==> src/rtl/signed_div_seq_pkg.sv <==
// Shared definitions for the sequential signed divider: default width,
// latency and the controller state encoding.
package signed_div_seq_pkg;

    localparam int DIV_WIDTH   = 32;
    localparam int DIV_LATENCY = DIV_WIDTH + 4;

    typedef enum logic [2:0] {
        ST_IDLE  = 3'd0,
        ST_ABS_A = 3'd1,
        ST_ABS_B = 3'd2,
        ST_ITER  = 3'd3,
        ST_FIX_Q = 3'd4,
        ST_FIX_R = 3'd5,
        ST_DONE  = 3'd6
    } div_state_e;

endpackage

==> src/rtl/signed_div_seq_if.sv <==
// Request/response bundle between the control unit and the divider.
interface signed_div_seq_if #(
    parameter int WIDTH = 32
);
    logic             start;
    logic [WIDTH-1:0] dividend;
    logic [WIDTH-1:0] divisor;
    logic             busy;
    logic             done;
    logic [WIDTH-1:0] quotient;
    logic [WIDTH-1:0] remainder;
    logic             div_by_zero;

    // Requester side (control unit).
    modport master (
        output start, dividend, divisor,
        input  busy, done, quotient, remainder, div_by_zero
    );

    // Divider side.
    modport slave (
        input  start, dividend, divisor,
        output busy, done, quotient, remainder, div_by_zero
    );
endinterface

==> src/rtl/signed_div_seq_complement2s.sv <==
// Two's-complement negation unit (out = ~in + 1). Purely combinational;
// the divider owns the only instance and time-shares it between states.
module signed_div_seq_complement2s #(
    parameter int WIDTH = 32
) (
    input  logic [WIDTH-1:0] in_i,
    output logic [WIDTH-1:0] out_o
);

    assign out_o = ~in_i + {{(WIDTH-1){1'b0}}, 1'b1};

endmodule

==> src/rtl/signed_div_seq.sv <==
// Multi-cycle signed divider with truncating (C style) semantics.
// Operands are turned into magnitudes by a single shared negation unit,
// divided by a restoring shift-subtract loop, and the signs are applied
// back with the same unit. Latency is constant: every sign-fix state
// costs one cycle whether or not the value needs negating.
module signed_div_seq
    import signed_div_seq_pkg::*;
#(
    parameter int WIDTH = DIV_WIDTH
) (
    input  logic              clk,
    input  logic              rst,
    signed_div_seq_if.slave   bus
);

    localparam int              CNT_W    = (WIDTH > 1) ? $clog2(WIDTH) : 1;
    localparam logic [CNT_W-1:0] CNT_LAST = CNT_W'(WIDTH - 1);

    // Controller state.
    div_state_e       state_q, state_d;
    logic [CNT_W-1:0] cnt_q, cnt_d;

    // Working datapath: a = dividend, b = divisor, q/r = quotient and
    // partial remainder of the shift-subtract loop.
    logic [WIDTH-1:0] a_q, a_d;
    logic [WIDTH-1:0] b_q, b_d;
    logic [WIDTH-1:0] q_q, q_d;
    logic [WIDTH-1:0] r_q, r_d;
    logic             neg_quo_q, neg_quo_d;
    logic             neg_rem_q, neg_rem_d;
    // Divide-by-zero result still to be published (first DONE cycle).
    logic             zero_pend_q, zero_pend_d;

    // Registered outputs.
    logic             busy_q, busy_d;
    logic             done_q, done_d;
    logic [WIDTH-1:0] quo_q, quo_d;
    logic [WIDTH-1:0] rem_q, rem_d;
    logic             dbz_q, dbz_d;

    // Shared negation unit and loop arithmetic.
    logic [WIDTH-1:0] neg_in_s;
    logic [WIDTH-1:0] neg_out_s;
    logic [WIDTH:0]   r_sh_s;
    logic [WIDTH:0]   trial_s;

    signed_div_seq_complement2s #(
        .WIDTH (WIDTH)
    ) u_neg (
        .in_i  (neg_in_s),
        .out_o (neg_out_s)
    );

    // Select which register feeds the negation unit in the current state.
    always_comb begin
        neg_in_s = {WIDTH{1'b0}};
        case (state_q)
            ST_ABS_A: neg_in_s = a_q;
            ST_ABS_B: neg_in_s = b_q;
            ST_FIX_Q: neg_in_s = q_q;
            ST_FIX_R: neg_in_s = r_q;
            default:  neg_in_s = {WIDTH{1'b0}};
        endcase
    end

    // Shift {R, Q} left by one and trial-subtract the divisor magnitude.
    // R stays below |divisor| <= 2^(WIDTH-1), so the WIDTH+1-bit result's
    // top bit is a reliable sign.
    assign r_sh_s  = {r_q, q_q[WIDTH-1]};
    assign trial_s = r_sh_s - {1'b0, b_q};

    // Next-state logic of the sequencing FSM.
    always_comb begin
        state_d = state_q;
        case (state_q)
            ST_IDLE: begin
                if (bus.start) begin
                    if (bus.divisor == {WIDTH{1'b0}}) begin
                        state_d = ST_DONE;
                    end else begin
                        state_d = ST_ABS_A;
                    end
                end else begin
                    state_d = ST_IDLE;
                end
            end
            ST_ABS_A: state_d = ST_ABS_B;
            ST_ABS_B: state_d = ST_ITER;
            ST_ITER: begin
                if (cnt_q == CNT_LAST) begin
                    state_d = ST_FIX_Q;
                end else begin
                    state_d = ST_ITER;
                end
            end
            ST_FIX_Q: state_d = ST_FIX_R;
            ST_FIX_R: state_d = ST_DONE;
            ST_DONE: begin
                // A divide-by-zero spends one silent DONE cycle before the
                // pulse so its done lands two edges after acceptance.
                if (zero_pend_q) begin
                    state_d = ST_DONE;
                end else begin
                    state_d = ST_IDLE;
                end
            end
            default: state_d = ST_IDLE;
        endcase
    end

    // Datapath and output next-values for each state.
    always_comb begin
        cnt_d       = cnt_q;
        a_d         = a_q;
        b_d         = b_q;
        q_d         = q_q;
        r_d         = r_q;
        neg_quo_d   = neg_quo_q;
        neg_rem_d   = neg_rem_q;
        zero_pend_d = zero_pend_q;
        done_d      = 1'b0;
        quo_d       = quo_q;
        rem_d       = rem_q;
        dbz_d       = dbz_q;
        busy_d      = state_d inside {ST_ABS_A, ST_ABS_B, ST_ITER, ST_FIX_Q, ST_FIX_R};

        case (state_q)
            ST_IDLE: begin
                if (bus.start) begin
                    a_d         = bus.dividend;
                    b_d         = bus.divisor;
                    neg_quo_d   = bus.dividend[WIDTH-1] ^ bus.divisor[WIDTH-1];
                    neg_rem_d   = bus.dividend[WIDTH-1];
                    zero_pend_d = (bus.divisor == {WIDTH{1'b0}});
                    cnt_d       = {CNT_W{1'b0}};
                    quo_d       = {WIDTH{1'b0}};
                    rem_d       = {WIDTH{1'b0}};
                    dbz_d       = 1'b0;
                end else begin
                    a_d = a_q;
                end
            end
            ST_ABS_A: begin
                if (neg_rem_q) begin
                    a_d = neg_out_s;
                end else begin
                    a_d = a_q;
                end
            end
            ST_ABS_B: begin
                if (b_q[WIDTH-1]) begin
                    b_d = neg_out_s;
                end else begin
                    b_d = b_q;
                end
                q_d = a_q;
                r_d = {WIDTH{1'b0}};
            end
            ST_ITER: begin
                if (!trial_s[WIDTH]) begin
                    r_d = trial_s[WIDTH-1:0];
                    q_d = {q_q[WIDTH-2:0], 1'b1};
                end else begin
                    r_d = r_sh_s[WIDTH-1:0];
                    q_d = {q_q[WIDTH-2:0], 1'b0};
                end
                if (cnt_q == CNT_LAST) begin
                    cnt_d = {CNT_W{1'b0}};
                end else begin
                    cnt_d = cnt_q + CNT_W'(1);
                end
            end
            ST_FIX_Q: begin
                if (neg_quo_q) begin
                    q_d = neg_out_s;
                end else begin
                    q_d = q_q;
                end
            end
            ST_FIX_R: begin
                quo_d = q_q;
                if (neg_rem_q) begin
                    rem_d = neg_out_s;
                end else begin
                    rem_d = r_q;
                end
                dbz_d  = 1'b0;
                done_d = 1'b1;
            end
            ST_DONE: begin
                if (zero_pend_q) begin
                    quo_d       = {WIDTH{1'b1}};
                    rem_d       = a_q;
                    dbz_d       = 1'b1;
                    done_d      = 1'b1;
                    zero_pend_d = 1'b0;
                end else begin
                    zero_pend_d = 1'b0;
                end
            end
            default: begin
                cnt_d = {CNT_W{1'b0}};
            end
        endcase
    end

    // State, datapath and output registers.
    always_ff @(posedge clk or posedge rst) begin
        if (rst) begin
            state_q     <= ST_IDLE;
            cnt_q       <= {CNT_W{1'b0}};
            a_q         <= {WIDTH{1'b0}};
            b_q         <= {WIDTH{1'b0}};
            q_q         <= {WIDTH{1'b0}};
            r_q         <= {WIDTH{1'b0}};
            neg_quo_q   <= 1'b0;
            neg_rem_q   <= 1'b0;
            zero_pend_q <= 1'b0;
            busy_q      <= 1'b0;
            done_q      <= 1'b0;
            quo_q       <= {WIDTH{1'b0}};
            rem_q       <= {WIDTH{1'b0}};
            dbz_q       <= 1'b0;
        end else begin
            state_q     <= state_d;
            cnt_q       <= cnt_d;
            a_q         <= a_d;
            b_q         <= b_d;
            q_q         <= q_d;
            r_q         <= r_d;
            neg_quo_q   <= neg_quo_d;
            neg_rem_q   <= neg_rem_d;
            zero_pend_q <= zero_pend_d;
            busy_q      <= busy_d;
            done_q      <= done_d;
            quo_q       <= quo_d;
            rem_q       <= rem_d;
            dbz_q       <= dbz_d;
        end
    end

    assign bus.busy        = busy_q;
    assign bus.done        = done_q;
    assign bus.quotient    = quo_q;
    assign bus.remainder   = rem_q;
    assign bus.div_by_zero = dbz_q;

endmodule

==> src/flat_wrapper.sv <==
// flat-port wrapper written by rule: the top's interface ports become plain ports
module signed_div_seq_flat import signed_div_seq_pkg::*;
#(
    parameter int WIDTH = DIV_WIDTH
)
  (clk, rst, bus_start, bus_dividend, bus_divisor, bus_busy, bus_done, bus_quotient, bus_remainder, bus_div_by_zero);
  signed_div_seq_if #(.WIDTH(WIDTH)) bus_i ();
  input  logic clk;
  input  logic rst;
  input wire logic [$bits(bus_i.start)-1:0] bus_start;
  input wire logic [$bits(bus_i.dividend)-1:0] bus_dividend;
  input wire logic [$bits(bus_i.divisor)-1:0] bus_divisor;
  output wire logic [$bits(bus_i.busy)-1:0] bus_busy;
  output wire logic [$bits(bus_i.done)-1:0] bus_done;
  output wire logic [$bits(bus_i.quotient)-1:0] bus_quotient;
  output wire logic [$bits(bus_i.remainder)-1:0] bus_remainder;
  output wire logic [$bits(bus_i.div_by_zero)-1:0] bus_div_by_zero;
  assign bus_i.start = bus_start;
  assign bus_i.dividend = bus_dividend;
  assign bus_i.divisor = bus_divisor;
  assign bus_busy = bus_i.busy;
  assign bus_done = bus_i.done;
  assign bus_quotient = bus_i.quotient;
  assign bus_remainder = bus_i.remainder;
  assign bus_div_by_zero = bus_i.div_by_zero;
  signed_div_seq #(.WIDTH(WIDTH)) u_core (.clk(clk), .rst(rst), .bus(bus_i));
endmodule
==> config.mk <==
export PLATFORM = sky130hd
export DESIGN_NAME = signed_div_seq_flat
export DESIGN_NICKNAME = d
export VERILOG_FILES = /design/src/rtl/signed_div_seq_pkg.sv /design/src/rtl/signed_div_seq_if.sv /design/src/rtl/signed_div_seq_complement2s.sv /design/src/rtl/signed_div_seq.sv /design/src/flat_wrapper.sv
export SDC_FILE = /design/constraint.sdc
export NUM_CORES = 1
export LEC_CHECK = 0
export ABC_AREA = 0
export CAP_MARGIN = 25
export CELL_PAD_IN_SITES_DETAIL_PLACEMENT = 1
export CELL_PAD_IN_SITES_GLOBAL_PLACEMENT = 1
export CORE_ASPECT_RATIO = 0.5
export CORE_UTILIZATION = 47
export CTS_CLUSTER_SIZE = 14
export DETAILED_ROUTE_END_ITERATION = 10
export HOLD_SLACK_MARGIN = 0.03
export PLACE_DENSITY_LB_ADDON = 0.08
export SETUP_SLACK_MARGIN = 0.5
export SKIP_CTS_REPAIR_TIMING = 1
export SYNTH_ARGS = -nofsm -noshare
export SYNTH_HDL_FRONTEND = slang
export SYNTH_HIERARCHICAL = 1
export SYNTH_SLANG_ARGS = --single-unit
==> constraint.sdc <==
create_clock -name clk -period 11.6 [get_ports clk]
set_input_delay 1.16 -clock clk [delete_from_list [all_inputs] [get_ports clk]]
set_output_delay 1.16 -clock clk [all_outputs]
set_load 0.01 [all_outputs]
### Yosys cells after proc, flatten, opt, wreduce, memory -nomap -nowiden

Cells that the tools add are included.

| word-level totals | value |
|---|---|
| register bits | 206 |
| bits of input ports | 67 |
| output and inout port bits | 67 |
| word-level logic and storage cells | 89 |

| cells by class | value |
|---|---|
| add/subtract/negate cells | 3 |
| equal/unequal tests | 17 |
| mux-type cells | 33 |
| bitwise gates (word level) | 3 |
| reductions and logical operators | 18 |

Operators with widths:

| operator | count |
|---|---|
| $mux 32 | 10 |
| $pmux 32 s3 | 3 |
| $pmux 32 s2 | 3 |
| $pmux 32 s4 | 1 |
| $sub 33x32->33 | 1 |
| $add 32x1->32 const B | 1 |
| $logic_not 32->1 | 1 |
| $not 32->32 | 1 |
| $pmux 3 s7 | 1 |
| $eq 3x3->1 const B | 5 |
| $pmux 5 s3 | 1 |
| $eq 3x2->1 const B | 4 |
| $mux 3 | 4 |
| $mux 5 | 2 |
| $reduce_and 2->1 | 5 |
| $reduce_and 3->1 | 3 |
| $ne 2x1->1 const B | 4 |
| $reduce_bool 2->1 | 4 |
| $eq 3x1->1 const B | 2 |
| $reduce_bool 3->1 | 2 |
| $add 5x1->5 const B | 1 |
| $eq 5x5->1 const B | 1 |
| $mux 1 | 5 |
| $reduce_bool 5->1 | 1 |
| 7 further kinds | 8 |

### Depth between registers and ports, before layout

| depth | value |
|---|---|
| depth in word-level cells | 6 |
| gate-level depth with buffers | 17 |
| mapped depth without buffers | 13 |

### Modules after synthesis

The synthesis kept the hierarchy.

Modules (own cells, without submodules):

| module | instances | cells each | area each (um^2) | seq. area each (um^2) |
|---|---|---|---|---|
| signed_div_seq | 1 | 1368 | 11935.2 | 5154.9 |
| signed_div_seq_complement2s | 1 | 83 | 636.9 | 0.0 |

### Worst setup path before layout

No wires, ideal clock.

| path | value |
|---|---|
| kind | register -> register |
| start point | reg u_core.state_q[0] |
| end point | reg u_core.rem_q[31], in the netlist u_core/bus.remainder[31] |
| setup time | 0.126 ns |
| arrival time | 3.438 ns |
| required time | 11.474 ns |
| path slack | 8.036 ns |
| cell stages (with the launch flop) | 16 |
| buffers on the path | 4 |
| clock period less this slack | 3.564 ns |
| cells stage by stage | dfrtp_1 -> clkbuf_1 -> nor2_1 -> and2_1 -> clkbuf_1 -> clkbuf_1 -> clkbuf_1 -> a22oi_1 -> nand2_1 -> or4_1 -> or3_1 -> nor3_1 -> xnor2_1 -> mux2_2 -> a221oi_1 -> nor2_1 |

| on the way | value |
|---|---|
| word-level cells in the longest chain between the ends | 6 |
| elaborated cells on any way between the ends | 15 |
| classes of those cells | add/sub: 1; eq/ne: 7; mux: 3; bitwise: 1; reduce/logical: 3 |

Ends and longest elaborated chain:

| what | RTL line | RTL |
|---|---|---|
| start: declaration | signed_div_seq.sv:20 | `div_state_e state_q, state_d;` |
| start signal: assignment | signed_div_seq.sv:225 | `state_q <= state_d;` |
| $eq 3x3->1, or another cell as far along | signed_div_seq.sv:57 | `case (state_q)` |
| $pmux 32 s4 * | signed_div_seq.sv:57 |  |
| net u_core.neg_in_s[25] | signed_div_seq.sv:42 | `logic [WIDTH-1:0] neg_in_s;` |
| $not 32->32 * | signed_div_seq_complement2s.sv:10 | `assign out_o = ~in_i + {{(WIDTH-1){1'b0}}, 1'b1};` |
| $add 32x1->32 * | signed_div_seq_complement2s.sv:10 |  |
| net u_core.neg_out_s[31] | signed_div_seq.sv:43 | `logic [WIDTH-1:0] neg_out_s;` |
| $mux 32 * | signed_div_seq.sv:182 | `if (neg_rem_q) begin` |
| $pmux 32 s3 * | signed_div_seq.sv:127 | `case (state_q)` |
| end signal: assignment | signed_div_seq.sv:222 | `rem_q <= {WIDTH{1'b0}};` |
| end signal: assignment | signed_div_seq.sv:237 | `rem_q <= rem_d;` |
| end: declaration | signed_div_seq.sv:38 | `logic [WIDTH-1:0] rem_q, rem_d;` |

Mark *: on every way through the listed nets, which the timed path passes. The rest lies on a longest branch.
A chain may end at the register's enable or synchronous reset.

### Final worst setup path

| path | value |
|---|---|
| start point | reg u_core.state_q[0] |
| end point | reg u_core.rem_q[23], in the netlist u_core/bus.remainder[23] |

Same word-level chain as after synthesis.

==> flow_summary.toml <==
[sta]
drv_slew = 0
period_share = 0.417
rsz0062_at_grt = "false"
holdWs_ns = 0.486
finClkSkew_ns = 0.00937
finalHoldViolCount = 0
setup_ws_ns = 6.77
fin_tns_setup_ns = 0
period_minus_slack_ns = 4.83
finalSetupViolCount = 0
fmax_mhz = 207
maxSlewHeadroom = 0.269
tightest_slew_ns = 1.09

[worst_setup_path]
crit_buf_inv = 1
start_kind = "register"
criticalPathCategory = "reg -> reg"
crit_required_ns = 12.00
crit_chain = "nor2_1, and2_2, buf_4, a22oi_1, nand2_1, nor3_1, nand4_2, nor3_1, xnor2_1, mux2i_1, nor2_1, a221o_1"
endpoint_kind = "register"
cp_max_fo = 48
cpMaxStageDelayCell = "dfrtp_1"
worstPathArrival_ns = 5.23
path_delay_family = "simple AND/OR/NAND/NOR gates"
critical_path.max_stage_delay_ns = 0.90

[clocking]
cts_buffers = 21
clockBufferDepth = 3
clk_pin_slew_ns = 0.07
clk_latency_ns = 0.52
htree_levels = 1
cts_tree = "built"
cts_sinks = 206
cts_root_buffer = "clkbuf_16"

[placement]
io_buffers = 133
dp_hpwl_um = 31500
gp_congestion = 0.893
preCtsSetupSlack_ns = 6.93

[grt]
grt_pass1_wl_um = 73200
grt_use_total = 0.340
grt_pass1_vias = 12600
antenna_found_initial = 0
grt_max_degree = 81
grt_overflow = 0

[routing]
viasPerCell = 6.44
wl_um = 46300
dr.pass1.iters = 5
initialDrtViolationCount = 1107
post-route-drc-count = 0
ant_nets = 0
num_vias = 12100
wl_per_cell_um = 24.6

[final_layout]
drive_gt1_frac = 0.0638
area_delta_synth_final_pct = 17.9
final_common_cell = "nand2_1"
nets = 1625
layout_common_cells = "256 x nand2_1, 205 x dfrtp_1, 133 x clkdlybuf4s50_1"
diodes = 0

[yosys]
synth_seq_cells = 206
synth_enable_flop_cells = 0
synth_cell_types = 62
ys_warn_count = 6
ys_seq_area_frac = 0.410
synth-main-ff-cell = "dfrtp_1"
syn_avg_cell_area_um2 = 8.66
synthArstFlopShare = 1.00
syn_area_um2 = 12600
syn-num-nets = 1554
netlist_instances = 1451

[floorplan]
rows = 41
dieArea_um2 = 27400
chipHeight_um = 118
ios = 134
core_area_um2 = 25700
initial_core_util = 0.489
die_width_um = 233

[power_and_ir_drop]
power.net_switching_w = 0.00214
leakagePower_nw = 6.37
swShare = 0.489
power_w = 0.00438
p_per_area_nw_per_um2 = 295
vdd_drop_max_mv = 0.111
seqPwrFrac = 0.293
intPower_w = 0.00224
pwr-share-clk = 0.160
combinationalPowerShare = 0.547

[run_status]
outcome = "finished, final reports clean"

[run]
maxCapViolations = 0

[hold_path]
min_path_type = "reg -> reg"
-- per-layer routing --
layer,vias to the layer above,routed length [um],GRT usage,part of all wire
met5,-,0,0,0
met4,0,1610,0.120,0.035
met3,101,2770,0.0468,0.060
met2,458,21500,0.541,0.47
met1,6159,20400,0.474,0.44
li1,5388,-,-,-
-- cells in the mapped netlist (all sizes together) (8+ instances only) --
cell type	number	share of area
nor4	21	0.014
buf	22	0.0088
o21ai	102	0.041
dfrtp	206	0.41
ha	35	0.035
nor2b	8	0.0040
inv	43	0.013
nand3	13	0.0052
o311ai	18	0.013
nor3	18	0.0072
xor2	21	0.015
nor2	121	0.036
a21o	9	0.0054
mux2i	49	0.039
nand4	16	0.0090
a221oi	16	0.011
a31oi	38	0.020
a21oi	80	0.032
xnor2	41	0.030
clkbuf	82	0.024
nand2b	12	0.0060
mux2	18	0.016
a221o	17	0.014
nand2	257	0.077
a22oi	125	0.075
-- cell type report --
| cell class | count | area (um2) |
|---|---|---|
| inverters | 43 | 169 |
| well taps | 344 | 430 |
| clock inverters | 6 | 57.6 |
| fillers | 2981 | 10900 |
| clock buffers | 31 | 623 |
| repair buffers | 152 | 1480 |
| multi-input cells | 1098 | 6910 |
| flip-flops and latches | 206 | 5160 |
-- cells by family (layout without fill, tap and decap cells) --
family | after synthesis | after routing | share of synthesized area
mux | 67 | 67 | 0.0551
compound gates | 443 | 443 | 0.235
fa+ha+maj | 36 | 36 | 0.0364
simple gates | 490 | 490 | 0.172
flops | 206 | 206 | 0.410
buf+inv | 147 | 232 | 0.0461
xor+xnor | 62 | 62 | 0.0447
-- final timing paths --
| kind | start | slack [ns] | endpoint | depth (start not counted) |
|---|---|---|---|---|
| setup / recovery | u_core/state_q[0]$_DFF_PP0_ | 6.77 | u_core/bus.remainder[23]$_DFFE_PP0P_ | 12 |
| hold / removal | u_core/bus.quotient[27]$_DFFE_PP0P_ | 0.49 | u_core/bus.quotient[27]$_DFFE_PP0P_ | 2 |
| setup reg to reg | u_core/state_q[0]$_DFF_PP0_ | 6.77 | u_core/bus.remainder[23]$_DFFE_PP0P_ | 12 |
| hold reg to reg | u_core/bus.quotient[27]$_DFFE_PP0P_ | 0.49 | u_core/bus.quotient[27]$_DFFE_PP0P_ | 2 |
| max in group asynchronous | rst | 8.29 | u_core/neg_rem_q$_DFFE_PP0P_ | 4 |
| min in group asynchronous | rst | 1.12 | u_core/bus.remainder[4]$_DFFE_PP0P_ | 2 |
-- stage by stage --
step / instance area [um2] / std cells / utilization
CTS: 14800 / 1879 / 0.576
global placement: 14100 / 1842 / 0.550
global route: 14800 / 1880 / 0.577
detailed placement: 14100 / 1842 / 0.550
finish: 14800 / 1880 / 0.577
floorplan: 12600 / 1451 / -
-- state kept, by name (all words and copies together) (netlist names) --
| signal | count |
|---|---|
| u_core/cnt_q | 5 |
| u_core/bus.quotient | 32 |
| u_core/bus.busy | 1 |
| u_core/b_q | 32 |
| u_core/bus.done | 1 |
| u_core/neg_rem_q | 1 |
| u_core/neg_quo_q | 1 |
| u_core/bus.div_by_zero | 1 |
| u_core/q_q | 32 |
| u_core/state_q | 3 |
| u_core/a_q | 32 |
| u_core/r_q | 32 |
| u_core/bus.remainder | 32 |
| u_core/zero_pend_q | 1 |
-- power groups by stage --
| stage | sequential [W] | clock (W) | combinational [W] |
|---|---|---|---|
| final | 0.00128 | 0.000699 | 0.00239 |
| after global routing | 0.00131 | 0.000737 | 0.00259 |
| after CTS | 0.00127 | 0.000709 | 0.00235 |
| after detailed placement | 0.00128 | 0 | 0.00233 |
| after global placement | 0.00127 | 0 | 0.00222 |
| after floorplan | 0.00118 | 0 | 0.00167 |
-- worst register-to-register path: stages (launching register included) --
cell and delay [ns]:
dfrtp_1 0.90, nor2_1 0.19, and2_2 0.41, buf_4 0.38, a22oi_1 0.24, nand2_1 0.19, nor3_1 0.62, nand4_2 0.57
nor3_1 0.43, xnor2_1 0.21, mux2i_1 0.20, nor2_1 0.06, a221o_1 0.30
(Power assumes the default switching activity.)
